<file path="config.mk">
export PLATFORM = sky130hd
export DESIGN_NAME = alu_operand_sequencer
export DESIGN_NICKNAME = d
export VERILOG_FILES = /design/src/rtl/alu_pkg.sv /design/src/rtl/alu_seq_regfile.sv /design/src/rtl/alu_operand_sequencer.sv
export SDC_FILE = /design/constraint.sdc
export NUM_CORES = 1
export LEC_CHECK = 0
export CORE_MARGIN = 2
export CORE_UTILIZATION = 55
export CTS_BUF_LIST = sky130_fd_sc_hd__clkbuf_16
export DETAILED_ROUTE_END_ITERATION = 10
export GPL_TIMING_DRIVEN = 0
export PLACE_DENSITY_LB_ADDON = 0.15
export SLEW_MARGIN = 20
export SYNTH_ARGS = -nofsm -noshare
export SYNTH_HDL_FRONTEND = slang
export SYNTH_SLANG_ARGS = --single-unit
</file>
<file path="constraint.sdc">
create_clock -name clk -period 2.36 [get_ports clk]
set_clock_uncertainty 0.05 [all_clocks]
set_input_delay 0.236 -clock clk [delete_from_list [all_inputs] [get_ports clk]]
set_output_delay 0.236 -clock clk [all_outputs]
set_load 0.01 [all_outputs]
</file>
<file path="src/rtl/alu_pkg.sv">
// rtl/alu_pkg.sv - shared constants and types for the ALU operand sequencer
package alu_pkg;

  localparam int DW   = 16;
  localparam int NREG = 8;
  localparam int AW   = 3;

  typedef enum logic [2:0] {
    OPC_NEG   = 3'b000,
    OPC_INC   = 3'b001,
    OPC_ADDC  = 3'b010,
    OPC_ADDSH = 3'b011,
    OPC_AND   = 3'b100,
    OPC_OR    = 3'b101,
    OPC_PACK  = 3'b110,
    OPC_NOP   = 3'b111
  } opc_t;

  typedef enum logic [1:0] {
    IDLE = 2'd0,
    READ = 2'd1,
    EXEC = 2'd2,
    WB   = 2'd3
  } state_t;

  typedef struct packed {
    opc_t          opc;
    logic [AW-1:0] srca;
    logic [AW-1:0] srcb;
    logic [AW-1:0] dst;
    logic          cin;
  } instr_t;

  // A nop leaves the register file and flags untouched
  function automatic logic is_nop(input opc_t opc);
    return opc == OPC_NOP;
  endfunction

endpackage

</file>
<file path="src/rtl/alu_seq_regfile.sv">
// rtl/alu_seq_regfile.sv - architectural register file, 2 async reads, 1 sync write
module alu_seq_regfile
  import alu_pkg::*;
#(
  parameter int DW   = alu_pkg::DW,
  parameter int NREG = alu_pkg::NREG,
  parameter int AW   = alu_pkg::AW
) (
  input  logic          clk,
  input  logic          rst_n,
  input  logic [AW-1:0] rd_addr_a,
  output logic [DW-1:0] rd_data_a,
  input  logic [AW-1:0] rd_addr_b,
  output logic [DW-1:0] rd_data_b,
  input  logic          wr_en,
  input  logic [AW-1:0] wr_addr,
  input  logic [DW-1:0] wr_data
);

  logic [DW-1:0] mem [NREG];

  // Combinational read ports so the READ state sees same-edge writes
  always_comb begin
    rd_data_a = mem[rd_addr_a];
    rd_data_b = mem[rd_addr_b];
  end

  // Single write port; every register clears on reset
  always_ff @(posedge clk or negedge rst_n) begin
    if (!rst_n) begin
      for (int i = 0; i < NREG; i++) begin
        mem[i] <= '0;
      end
    end else if (wr_en) begin
      mem[wr_addr] <= wr_data;
    end
  end

endmodule

</file>
<file path="src/rtl/alu_operand_sequencer.sv">
// rtl/alu_operand_sequencer.sv - serial issue stage feeding the external 16-bit ALU
module alu_operand_sequencer
  import alu_pkg::*;
#(
  parameter int DW   = alu_pkg::DW,
  parameter int NREG = alu_pkg::NREG,
  parameter int AW   = alu_pkg::AW
) (
  input  logic          clk,
  input  logic          rst_n,
  input  logic          in_valid,
  output logic          in_ready,
  input  logic [2:0]    in_opc,
  input  logic [AW-1:0] in_srca,
  input  logic [AW-1:0] in_srcb,
  input  logic [AW-1:0] in_dst,
  input  logic          in_cin,
  input  logic          ld_en,
  input  logic [AW-1:0] ld_addr,
  input  logic [DW-1:0] ld_data,
  output logic [DW-1:0] alu_A,
  output logic [DW-1:0] alu_B,
  output logic          alu_c,
  output logic [2:0]    alu_opc,
  input  logic [DW-1:0] alu_W,
  input  logic          alu_zer,
  input  logic          alu_neg,
  output logic          wb_valid,
  output logic [DW-1:0] wb_data,
  output logic [AW-1:0] wb_dst,
  output logic          flag_z,
  output logic          flag_n,
  output logic          busy
);

  state_t        state;
  state_t        state_nx;
  instr_t        instr;
  logic [DW-1:0] res;
  logic          res_z;
  logic          res_n;
  logic [DW-1:0] rd_a;
  logic [DW-1:0] rd_b;
  logic          wr_en;
  logic [AW-1:0] wr_addr;
  logic [DW-1:0] wr_data;
  logic          do_wb;

  assign do_wb = (state == WB) && !is_nop(instr.opc);

  alu_seq_regfile #(
    .DW   (DW),
    .NREG (NREG),
    .AW   (AW)
  ) u_regfile (
    .clk       (clk),
    .rst_n     (rst_n),
    .rd_addr_a (instr.srca),
    .rd_data_a (rd_a),
    .rd_addr_b (instr.srcb),
    .rd_data_b (rd_b),
    .wr_en     (wr_en),
    .wr_addr   (wr_addr),
    .wr_data   (wr_data)
  );

  // State register; reset abandons any in-flight instruction
  always_ff @(posedge clk or negedge rst_n) begin
    if (!rst_n) begin
      state <= IDLE;
    end else begin
      state <= state_nx;
    end
  end

  // Next state, handshake, writeback strobes and regfile write-port mux
  always_comb begin
    state_nx = state;
    in_ready = 1'b0;
    busy     = 1'b1;
    wb_valid = 1'b0;
    wb_data  = '0;
    wb_dst   = '0;
    wr_en    = 1'b0;
    wr_addr  = ld_addr;
    wr_data  = ld_data;
    case (state)
      IDLE: begin
        in_ready = 1'b1;
        busy     = 1'b0;
        wr_en    = ld_en;
        if (in_valid) begin
          state_nx = READ;
        end
      end
      READ: state_nx = EXEC;
      EXEC: state_nx = WB;
      WB: begin
        state_nx = IDLE;
        if (do_wb) begin
          wb_valid = 1'b1;
          wb_data  = res;
          wb_dst   = instr.dst;
          wr_en    = 1'b1;
          wr_addr  = instr.dst;
          wr_data  = res;
        end
      end
      default: state_nx = IDLE;
    endcase
  end

  // Instruction latch, loaded on the accepting edge
  always_ff @(posedge clk or negedge rst_n) begin
    if (!rst_n) begin
      instr <= '0;
    end else if (state == IDLE && in_valid) begin
      instr.opc  <= opc_t'(in_opc);
      instr.srca <= in_srca;
      instr.srcb <= in_srcb;
      instr.dst  <= in_dst;
      instr.cin  <= in_cin;
    end
  end

  // ALU drive registers change only on leaving READ, keeping the ALU stable
  always_ff @(posedge clk or negedge rst_n) begin
    if (!rst_n) begin
      alu_A   <= '0;
      alu_B   <= '0;
      alu_c   <= 1'b0;
      alu_opc <= 3'b111;
    end else if (state == READ) begin
      alu_A   <= rd_a;
      alu_B   <= rd_b;
      alu_c   <= instr.cin;
      alu_opc <= instr.opc;
    end
  end

  // Capture the settled ALU result and flags at the end of EXEC
  always_ff @(posedge clk or negedge rst_n) begin
    if (!rst_n) begin
      res   <= '0;
      res_z <= 1'b0;
      res_n <= 1'b0;
    end else if (state == EXEC) begin
      res   <= alu_W;
      res_z <= alu_zer;
      res_n <= alu_neg;
    end
  end

  // Sticky flags follow the last instruction that wrote back
  always_ff @(posedge clk or negedge rst_n) begin
    if (!rst_n) begin
      flag_z <= 1'b0;
      flag_n <= 1'b0;
    end else if (do_wb) begin
      flag_z <= res_z;
      flag_n <= res_n;
    end
  end

endmodule
</file>
* Word level (Yosys, flattened, before mapping)
Cells that the tools add are included.
Storage, ports and cells: register bits after elaboration 199, bits in latches 0, bits in writable memories 0, memory bits (read-only) 0, memories kept 0
Operators by class: $add $sub $neg 0, multipliers 0, div/mod/pow operators 0, order comparisons 4, equal/unequal tests 5, shift operators 0, mux-type cells 24, bitwise gates (word level) 3, reduce and logical (&&, ||, !) cells 5
Operators with widths (number):
- $mux W16 | 9
- $bwmux W128 | 1
- $bmux W16 S3 | 2
- $demux W16 S3 | 1
- $ge A4 B4 Y1 const B | 3
- $mux W3 | 4
- $not A3 Y4 | 3
- $pmux W2 S4 | 1
- $eq A2 B2 Y1 const B | 2
- $lt A4 B1 Y1 const B | 1
- $mux W1 | 4
- $eq A3 B3 Y1 const B | 1
- $logic_and A1 B1 Y1 | 3
- $eq A2 B1 Y1 const B | 1
- $logic_not A2 Y1 | 1
- $mux W2 | 1
- $ne A2 B2 Y1 const B | 1
- $pmux W1 S2 | 1
- $logic_not A1 Y1 | 1

* Longest topological paths before layout
Gate-level depths: netlist (run 1).
depth after elaboration 11, depth in mapped cells 8, mapped depth without buffers 6

* Modules after synthesis
Synthesis (run 1) repeated with hierarchy kept, for this count alone.
Unflattened totals: cell total of the unflattened synthesis 677, area, all modules 10447.5 µm²
Modules (own cells, without submodules):
- alu_seq_regfile | instances 1, cells an instance 393, area an instance 6991.7 µm², sequential area each 3203.1 µm²
- alu_operand_sequencer | instances 1, cells an instance 284, area an instance 3455.8 µm², sequential area each 1780.5 µm²

* Least setup slack after synthesis (run 1)
No wires, ideal clock.
path kind flip-flop to flip-flop, start point register state[0], end point register u_regfile.mem[10] in the netlist's numbering, arrival 1.921 ns, required time 2.232 ns, setup slack 0.311 ns, cell stages (with the launch flop) 9, buffers on the path 2, period minus slack after synthesis 2.049 ns, cell sequence dfrtp_1 inv_1 ha_1 nand4b_1 a211o_1 and2_1 buf_2 buf_6 a21oi_1
Between the ends: word-level cells in the longest chain between the ends 10, elaborated cells between the ends (all ways) 16, classes of those cells 2 x order compare; 1 x eq/ne; 9 x mux; 1 x bitwise; 3 x reduce/logical
RTL lines:
- start: declaration | RTL line alu_operand_sequencer.sv:36 | state_t state;
- start signal: assignment | RTL line alu_operand_sequencer.sv:72 | state <= state_nx;
- $eq A2 B2 Y1 | RTL line alu_operand_sequencer.sv:49, alu_operand_sequencer.sv:87
- $logic_and A1 B1 Y1 | RTL line alu_operand_sequencer.sv:49 | assign do_wb = (state == WB) && !is_nop(instr.opc);
- $mux W3 | RTL line alu_operand_sequencer.sv:100 | if (do_wb) begin
- $mux W3 | RTL line alu_operand_sequencer.sv:87 | case (state)
- $not A3 Y4 (not written as such) | RTL line alu_seq_regfile.sv:35 | mem[wr_addr] <= wr_data;
- $ge A4 B4 Y1 (not written as such) / $lt A4 B1 Y1 (equally long branches) | RTL line alu_seq_regfile.sv:35
- $logic_and A1 B1 Y1 (not written as such) | RTL line alu_seq_regfile.sv:35
- $mux W16 (not written as such) | RTL line alu_seq_regfile.sv:35
- $demux W16 S3 | RTL line alu_seq_regfile.sv:35
- $bwmux W128 | RTL line alu_seq_regfile.sv:35
- end signal: indexed assignment | RTL line alu_seq_regfile.sv:35
- end: declaration | RTL line alu_seq_regfile.sv:20 | logic [DW-1:0] mem [NREG];
Parallel ways exist; a longest one is shown, timed or not. A chain may end at the register's enable or synchronous reset.

* Worst setup path in the final report (run 1)
start point register instr[12] in the netlist's numbering, end point register u_regfile.mem[123] in the netlist's numbering
Between the ends: word-level cells in the longest chain between the ends 11, elaborated cells between the ends (all ways) 16, classes of those cells 2 x order compare; 1 x eq/ne; 9 x mux; 1 x bitwise; 3 x reduce/logical
RTL lines:
- start: declaration | RTL line alu_operand_sequencer.sv:38 | instr_t instr;
- $eq A3 B3 Y1 * | RTL line alu_pkg.sv:36 | return opc == OPC_NOP;
- $logic_not A1 Y1 * | RTL line alu_operand_sequencer.sv:49
- $logic_and A1 B1 Y1 * | RTL line alu_operand_sequencer.sv:49
- $mux W3 | RTL line alu_operand_sequencer.sv:100
- $mux W3 | RTL line alu_operand_sequencer.sv:87
- $not A3 Y4 (not written as such) | RTL line alu_seq_regfile.sv:35
- $ge A4 B4 Y1 (not written as such) / $lt A4 B1 Y1 (equally long branches) | RTL line alu_seq_regfile.sv:35
- $logic_and A1 B1 Y1 (not written as such) | RTL line alu_seq_regfile.sv:35
- $mux W16 (not written as such) | RTL line alu_seq_regfile.sv:35
- $demux W16 S3 | RTL line alu_seq_regfile.sv:35
- $bwmux W128 | RTL line alu_seq_regfile.sv:35
Every way passes the cells marked *; elsewhere a longest branch is shown, timed or not.

==> results of run 1 <==
-- worst max-delay path: stages, from the launching register on --
cell and delay, ns:
dfrtp_2 0.46, buf_4 0.17, and3_1 0.21, clkbuf_1 0.21, o211ai_4 0.41, nand2_4 0.19
clkbuf_4 0.29, o21a_1 0.21
-- power by group through the flow --
stage	combinational [W]	sequential (W)	clock [W]
detailed placement	0.00937	0.00654	0
finish	0.00981	0.00659	0.00304
global placement	0.00918	0.00646	0
CTS	0.00958	0.00651	0.00304
global route	0.0105	0.00676	0.00321
floorplan	0.00630	0.00625	0
-- how the worst max path moves through the flow --
stage / start / slack [ns] / end / cells after the start
after floorplan: state[0] / 0.31 / u_regfile.mem[10] / 8
final: instr[12] / 0.05 / u_regfile.mem[123] / 7
after global placement: rst_n / -7.41 / res[10] / 1
after detailed placement: state[0] / -0.25 / u_regfile.mem[108] / 7
after global routing: state[0] / -0.002 / wb_data[10] / 7
after CTS: state[1] / -0.02 / u_regfile.mem[10] / 8
-- stage by stage --
stage | hold slack [ns] | setup slack [ns] | setup TNS, ns
floorplan | -0.110 | 0.311 | 0
global placement | 0.403 | -7.41 | -1474.97
detailed placement | 0.116 | -0.253 | -16.99
CTS | 0.136 | -0.0224 | -0.0728
global route | 0.188 | -0.00230 | -0.00230
finish | 0.149 | 0.0471 | 0
-- sequential cells by signal, summed over array words and instances, names as in the netlist --
register,cells
state,2
flag_z,1
alu_B,16
u_regfile.mem,128
alu_opc,3
res_n,1
res_z,1
alu_A,16
res,16
instr,13
alu_c,1
flag_n,1
-- cell families (layout without fill, tap and decap cells) --
logic type / after synthesis / in the layout / share of synthesized area [%]
compound gates: 282 / 282 / 18.9
fa+ha+maj: 5 / 5 / 0.597
buf+inv: 169 / 318 / 6.63
flops: 199 / 199 / 47.6
mux: 132 / 132 / 20.7
simple gates: 109 / 109 / 5.61
-- cell usage after synthesis, drive strengths merged, types with 2 or more instances --
| cell type | n | area, sq um |
|---|---|---|
| dfrtp | 196 | 4900 |
| a21oi | 97 | 523 |
| inv | 69 | 259 |
| mux4 | 64 | 1440 |
| o22ai | 64 | 400 |
| buf | 53 | 259 |
| o21a | 48 | 360 |
| o22a | 48 | 420 |
| clkbuf | 47 | 176 |
| mux2 | 36 | 405 |
| nor2 | 36 | 135 |
| mux2i | 32 | 320 |
| and3 | 20 | 125 |
| o221a | 16 | 180 |
| or3 | 16 | 100 |
| nand2 | 13 | 56.3 |
| nand4 | 7 | 43.8 |
| and2 | 5 | 33.8 |
| ha | 5 | 62.6 |
| a211o | 4 | 43.8 |
| nor2b | 4 | 25.0 |
| o211ai | 4 | 45.1 |
| dfstp | 3 | 78.8 |
| nand3 | 2 | 15.0 |
-- cell type report --
class / instances / area (sq um) / share of cell area, %
clock buffer: 17 / 425 / 3.34
buffer: 98 / 526 / 4.13
sequential: 199 / 4990 / 39.2
timing repair buffer: 119 / 1160 / 9.08
clock inverter: 15 / 176 / 1.39
tap: 234 / 293 / 2.30
multi-input combinational: 528 / 4910 / 38.6
inverter: 69 / 259 / 2.03
-- layer usage --
metal,GRT usage (%),vias up,routed length (um),part of all wire [%]
li1,-,3600,-,-
met1,47.7,4093,13200,41
met2,50.8,548,14700,45
met3,9.62,79,3700,11
met4,11.0,0,959,2.9
met5,0,-,0,0
-- timing repair --
| action | 4_1_cts | 5_1_grt |
|---|---|---|
| endpoints found under the setup margin | 100 | 128 |
| buffers inserted | 16 | 3 |
| pin swaps | 7 | 2 |
| gates cloned | 0 | 0 |
| gates resized for setup | 57 | 63 |
| hold buffers | 1 | 0 |
| hold endpoints to repair | 49 | 0 |
==> results.json, run 1 <==
{
  "clkPwrFrac_pct": 15.7,
  "io_pins": 114,
  "grt_use_total_pct": 33.7,
  "synth-edff-count": 0,
  "start_util_pct": 56.0,
  "die_w_um": 142,
  "cts_buffers": 17,
  "async_flop_share_pct": 100,
  "cts.reportedPaths.clkPinSlew_ns": 0.07,
  "min_path_type": "input pin to flop",
  "drt-vias-per-instance": 6.51,
  "worstReg2RegStart": "instr[12]",
  "r2r-end": "u_regfile.mem[123]",
  "p_sw_share_pct": 39.1,
  "worst_pin_slew_ns": 0.802,
  "rrSetupSlack_ns": 0.05,
  "numPlacedInstances": 1229,
  "htree_levels": 4,
  "overflow": 0,
  "die-area_sq_mm": 0.0202,
  "p_sw_w": 0.00760,
  "antenna_cells": 0,
  "synth_seq_cells": 199,
  "ff2ff_path_depth": 7,
  "wl_um": 32500,
  "start_kind": "flop",
  "drv_slew": 0,
  "coreArea_sq_mm": 0.0187,
  "syn2layout_area_growth_pct": 21.6,
  "cts_sinks": 199,
  "port_buffers": 97,
  "antenna_found_initial": 0,
  "syn-cell-area_sq_mm": 0.0105,
  "min_to": "u_regfile.mem[19]",
  "rsz0062_at_grt": "yes",
  "whs_path_depth": 3,
  "fmax_ghz": 0.432,
  "avgSynthCellArea_sq_um": 11.7,
  "irDropWorstVdd_v": 0.000724,
  "fin_cells": 1279,
  "fillers": 1438,
  "power_density_mw_per_mm2": 1530,
  "fin_util_pct": 68.1,
  "stdcell_area_sq_mm": 0.0127,
  "fin_crit_ns": 2.31,
  "nets": 1091,
  "power_leakage_nw": 5.33,
  "max-slew-margin-rel_pct": 46.5,
  "dpl_cell_area_sq_mm": 0.0118,
  "grt_pass1_wl_um": 50000,
  "timing.final.crit_share_pct": 98.0,
  "final_common_cell": "dfrtp_1",
  "cts_tree": "built",
  "place.gp.congestion": 0.898,
  "grt_max_degree": 98,
  "syn_nets": 955,
  "status": "complete, no violations",
  "placement_rows": 50,
  "power_frac_comb_pct": 50.5,
  "ys_seq_area_share_pct": 47.6,
  "die_h_um": 142,
  "required_ns": 2.63,
  "cp_max_fo": 10,
  "yosysUniqueCellTypes": 40,
  "cp_data_arrival_time_ns": 2.59,
  "synth_ff_type": "dfrtp_1",
  "p_int_w": 0.0118,
  "cts_buffer_depth": 2,
  "maxCapViolCount": 0,
  "drt-wirelength-per-cell_um": 25.4,
  "drive_above_1_share_pct": 25.1,
  "endpoint_kind": "flop",
  "ant_nets": 0,
  "criticalPathCategory": "flop to flop",
  "p_seq_share_pct": 33.9,
  "min_from": "ld_data[3]",
  "mostFrequentLayoutCells": "dfrtp_1, a21oi_1, clkdlybuf4s50_1",
  "root_buffer": "clkbuf_16",
  "route.detailed.drc": 0,
  "total_power_w": 0.0194,
  "hold_viol_final": 0,
  "firstDrtPassIters": 7,
  "dr.first_iter.drc_count": 1032,
  "setup_viol": 0,
  "vias": 8320,
  "synth_cells": 896,
  "dp_hpwl_um": 21300,
  "grt_pass1_vias": 8280,
  "synth_warnings": 0,
  "clk-insertion-delay-late_ns": 0.44
}
Note: power is estimated with default switching activity, not from simulation.
==> run 2, diff against run 1 <==
--- a/config.mk
+++ b/config.mk
@@ -6,7 +6,7 @@
 export NUM_CORES = 1
 export LEC_CHECK = 0
 export CORE_MARGIN = 2
-export CORE_UTILIZATION = 55
+export CORE_UTILIZATION = 37
 export CTS_BUF_LIST = sky130_fd_sc_hd__clkbuf_16
 export DETAILED_ROUTE_END_ITERATION = 10
 export GPL_TIMING_DRIVEN = 0
==> results.json, run 2 (synthesized netlist as in run 1, its figures left out) <==
{
  "dr.first_iter.drc_count": 744,
  "cp_data_arrival_time_ns": 1.99,
  "cts.reportedPaths.clkPinSlew_ns": 0.08,
  "port_buffers": 97,
  "place.gp.congestion": 0.849,
  "cts_sinks": 199,
  "worst_pin_slew_ns": 0.855,
  "fillers": 2615,
  "irDropWorstVdd_v": 0.000553,
  "post-place-ws_ns": -0.418,
  "slowest_delay_ns": 0.40,
  "multi_input_area_sq_mm": 0.00491,
  "final_common_cell": "dfrtp_1",
  "coreArea_sq_mm": 0.0279,
  "total_power_w": 0.0194,
  "die-area_sq_mm": 0.0297,
  "timing.final.crit_share_pct": 96.6,
  "setup_viol": 0,
  "dp_hpwl_um": 23700,
  "drt-vias-per-instance": 5.74,
  "power_leakage_nw": 5.32,
  "io_pins": 114,
  "firstDrtPassIters": 5,
  "endpoint_kind": "primary output",
  "vias": 8158,
  "overflow": 0,
  "maxCapViolCount": 0,
  "cp_slowest_cell": "dfrtp_1",
  "ant_nets": 0,
  "start_util_pct": 37.6,
  "grt_use_total_pct": 24.7,
  "grt_pass1_vias": 8287,
  "nets": 1090,
  "cp_max_fo": 10,
  "crit_chain": "buf_4 > ha_4 > buf_6 > clkbuf_8 > buf_8 > and3_1 > clkdlybuf4s15_1",
  "antenna_found_initial": 0,
  "rsz0062_at_grt": "yes",
  "htree_levels": 4,
  "wl_um": 35000,
  "route.detailed.drc": 0,
  "start_kind": "flop",
  "setup_ws_ns": 0.0813,
  "regArea_sq_mm": 0.00499,
  "power_density_mw_per_mm2": 1500,
  "syn2layout_area_growth_pct": 23.1,
  "fin_hold_ws_ns": 0.168,
  "fin_util_pct": 46.3,
  "hold_viol_final": 0,
  "die_h_um": 172,
  "max_flop_register": "u_regfile.mem",
  "drive_above_1_share_pct": 25.3,
  "fmax_ghz": 0.439,
  "die_w_um": 172,
  "min_path_type": "input pin to flop",
  "antenna_cells": 0,
  "fin_crit_ns": 2.28,
  "status": "complete, no violations",
  "mostFrequentLayoutCells": "dfrtp_1, a21oi_1, clkdlybuf4s50_1",
  "clk-insertion-delay-late_ns": 0.45,
  "largest_reg_flops": 128,
  "drv_slew": 0,
  "cts_buffers": 17,
  "required_ns": 2.07,
  "max-slew-margin-rel_pct": 43.0,
  "criticalPathCategory": "flop to primary output",
  "drt-wirelength-per-cell_um": 24.6,
  "grt_max_degree": 77,
  "grt_pass1_wl_um": 53300,
  "root_buffer": "clkbuf_16",
  "placement_rows": 61,
  "cts_tree": "built",
  "cts_buffer_depth": 2
}
run 2: area by class of cell:
type,count,area share (%)
inverters,69,2.01
plain buffers,98,4.13
well taps,378,3.67
clock inverters,15,1.32
clock buffers,17,3.30
multi-input cells,528,38.1
repair buffers,118,8.76
flip-flops and latches,199,38.7
run 2: routing by layer:
metal / vias up / wire [um] / GRT usage (%)
met1: 4183 / 15600 / 35.4
met3: 29 / 2750 / 5.47
li1: 3603 / - / -
met2: 343 / 16200 / 38.7
met4: 0 / 403 / 5.22
met5: - / 0 / 0
run 2: final timing paths:
check / startpoint / endpoint / slack, ns / cells past startpoint
worst min-delay path: ld_data[3] / u_regfile.mem[3] / 0.17 / 3
worst max-delay path: state[0] / wb_data[8] / 0.08 / 7
max in group asynchronous: rst_n / u_regfile.mem[38] / 1.26 / 3
worst min register to register: res_z / flag_z / 0.44 / 2
worst max register to register: instr[7] / alu_A[13] / 0.10 / 5
min in group asynchronous: rst_n / instr[2] / 0.24 / 2
run 2: critical path: cells and delay by family (launching register included):
kind / cells / cell delay (ns)
AND/OR/NAND/NOR: 1 / 0.15
adder cells (fa/ha/maj): 1 / 0.18
buffers and inverters: 5 / 0.82
flip-flops: 1 / 0.40
run 2: power breakdown:
group	internal (W)	switching [W]	total, W
Sequential	0.00523	0.00133	0.00656
Combinational	0.00495	0.00490	0.00985
Clock	0.00151	0.00148	0.00298
Total	0.0117	0.00770	0.0194
run 2: metrics by stage:
stage | cells | cell area (sq um) | TNS [ns]
3_5_place_dp | 1373 | 12000 | -23.01
3_3_place_gp | 1371 | 11900 | -1585.37
5_1_grt | 1422 | 12900 | -0.00499
4_1_cts | 1421 | 12800 | 0
6_report | 1422 | 12900 | 0
2_1_floorplan | 896 | 10500 | 0
run 2: timing repair:
item	4_1_cts	5_1_grt
resized for setup	67	52
hold buffers	1	0
setup buffers	16	2
setup endpoints to repair	142	123
pin swaps	6	3
hold endpoints to repair	49	0
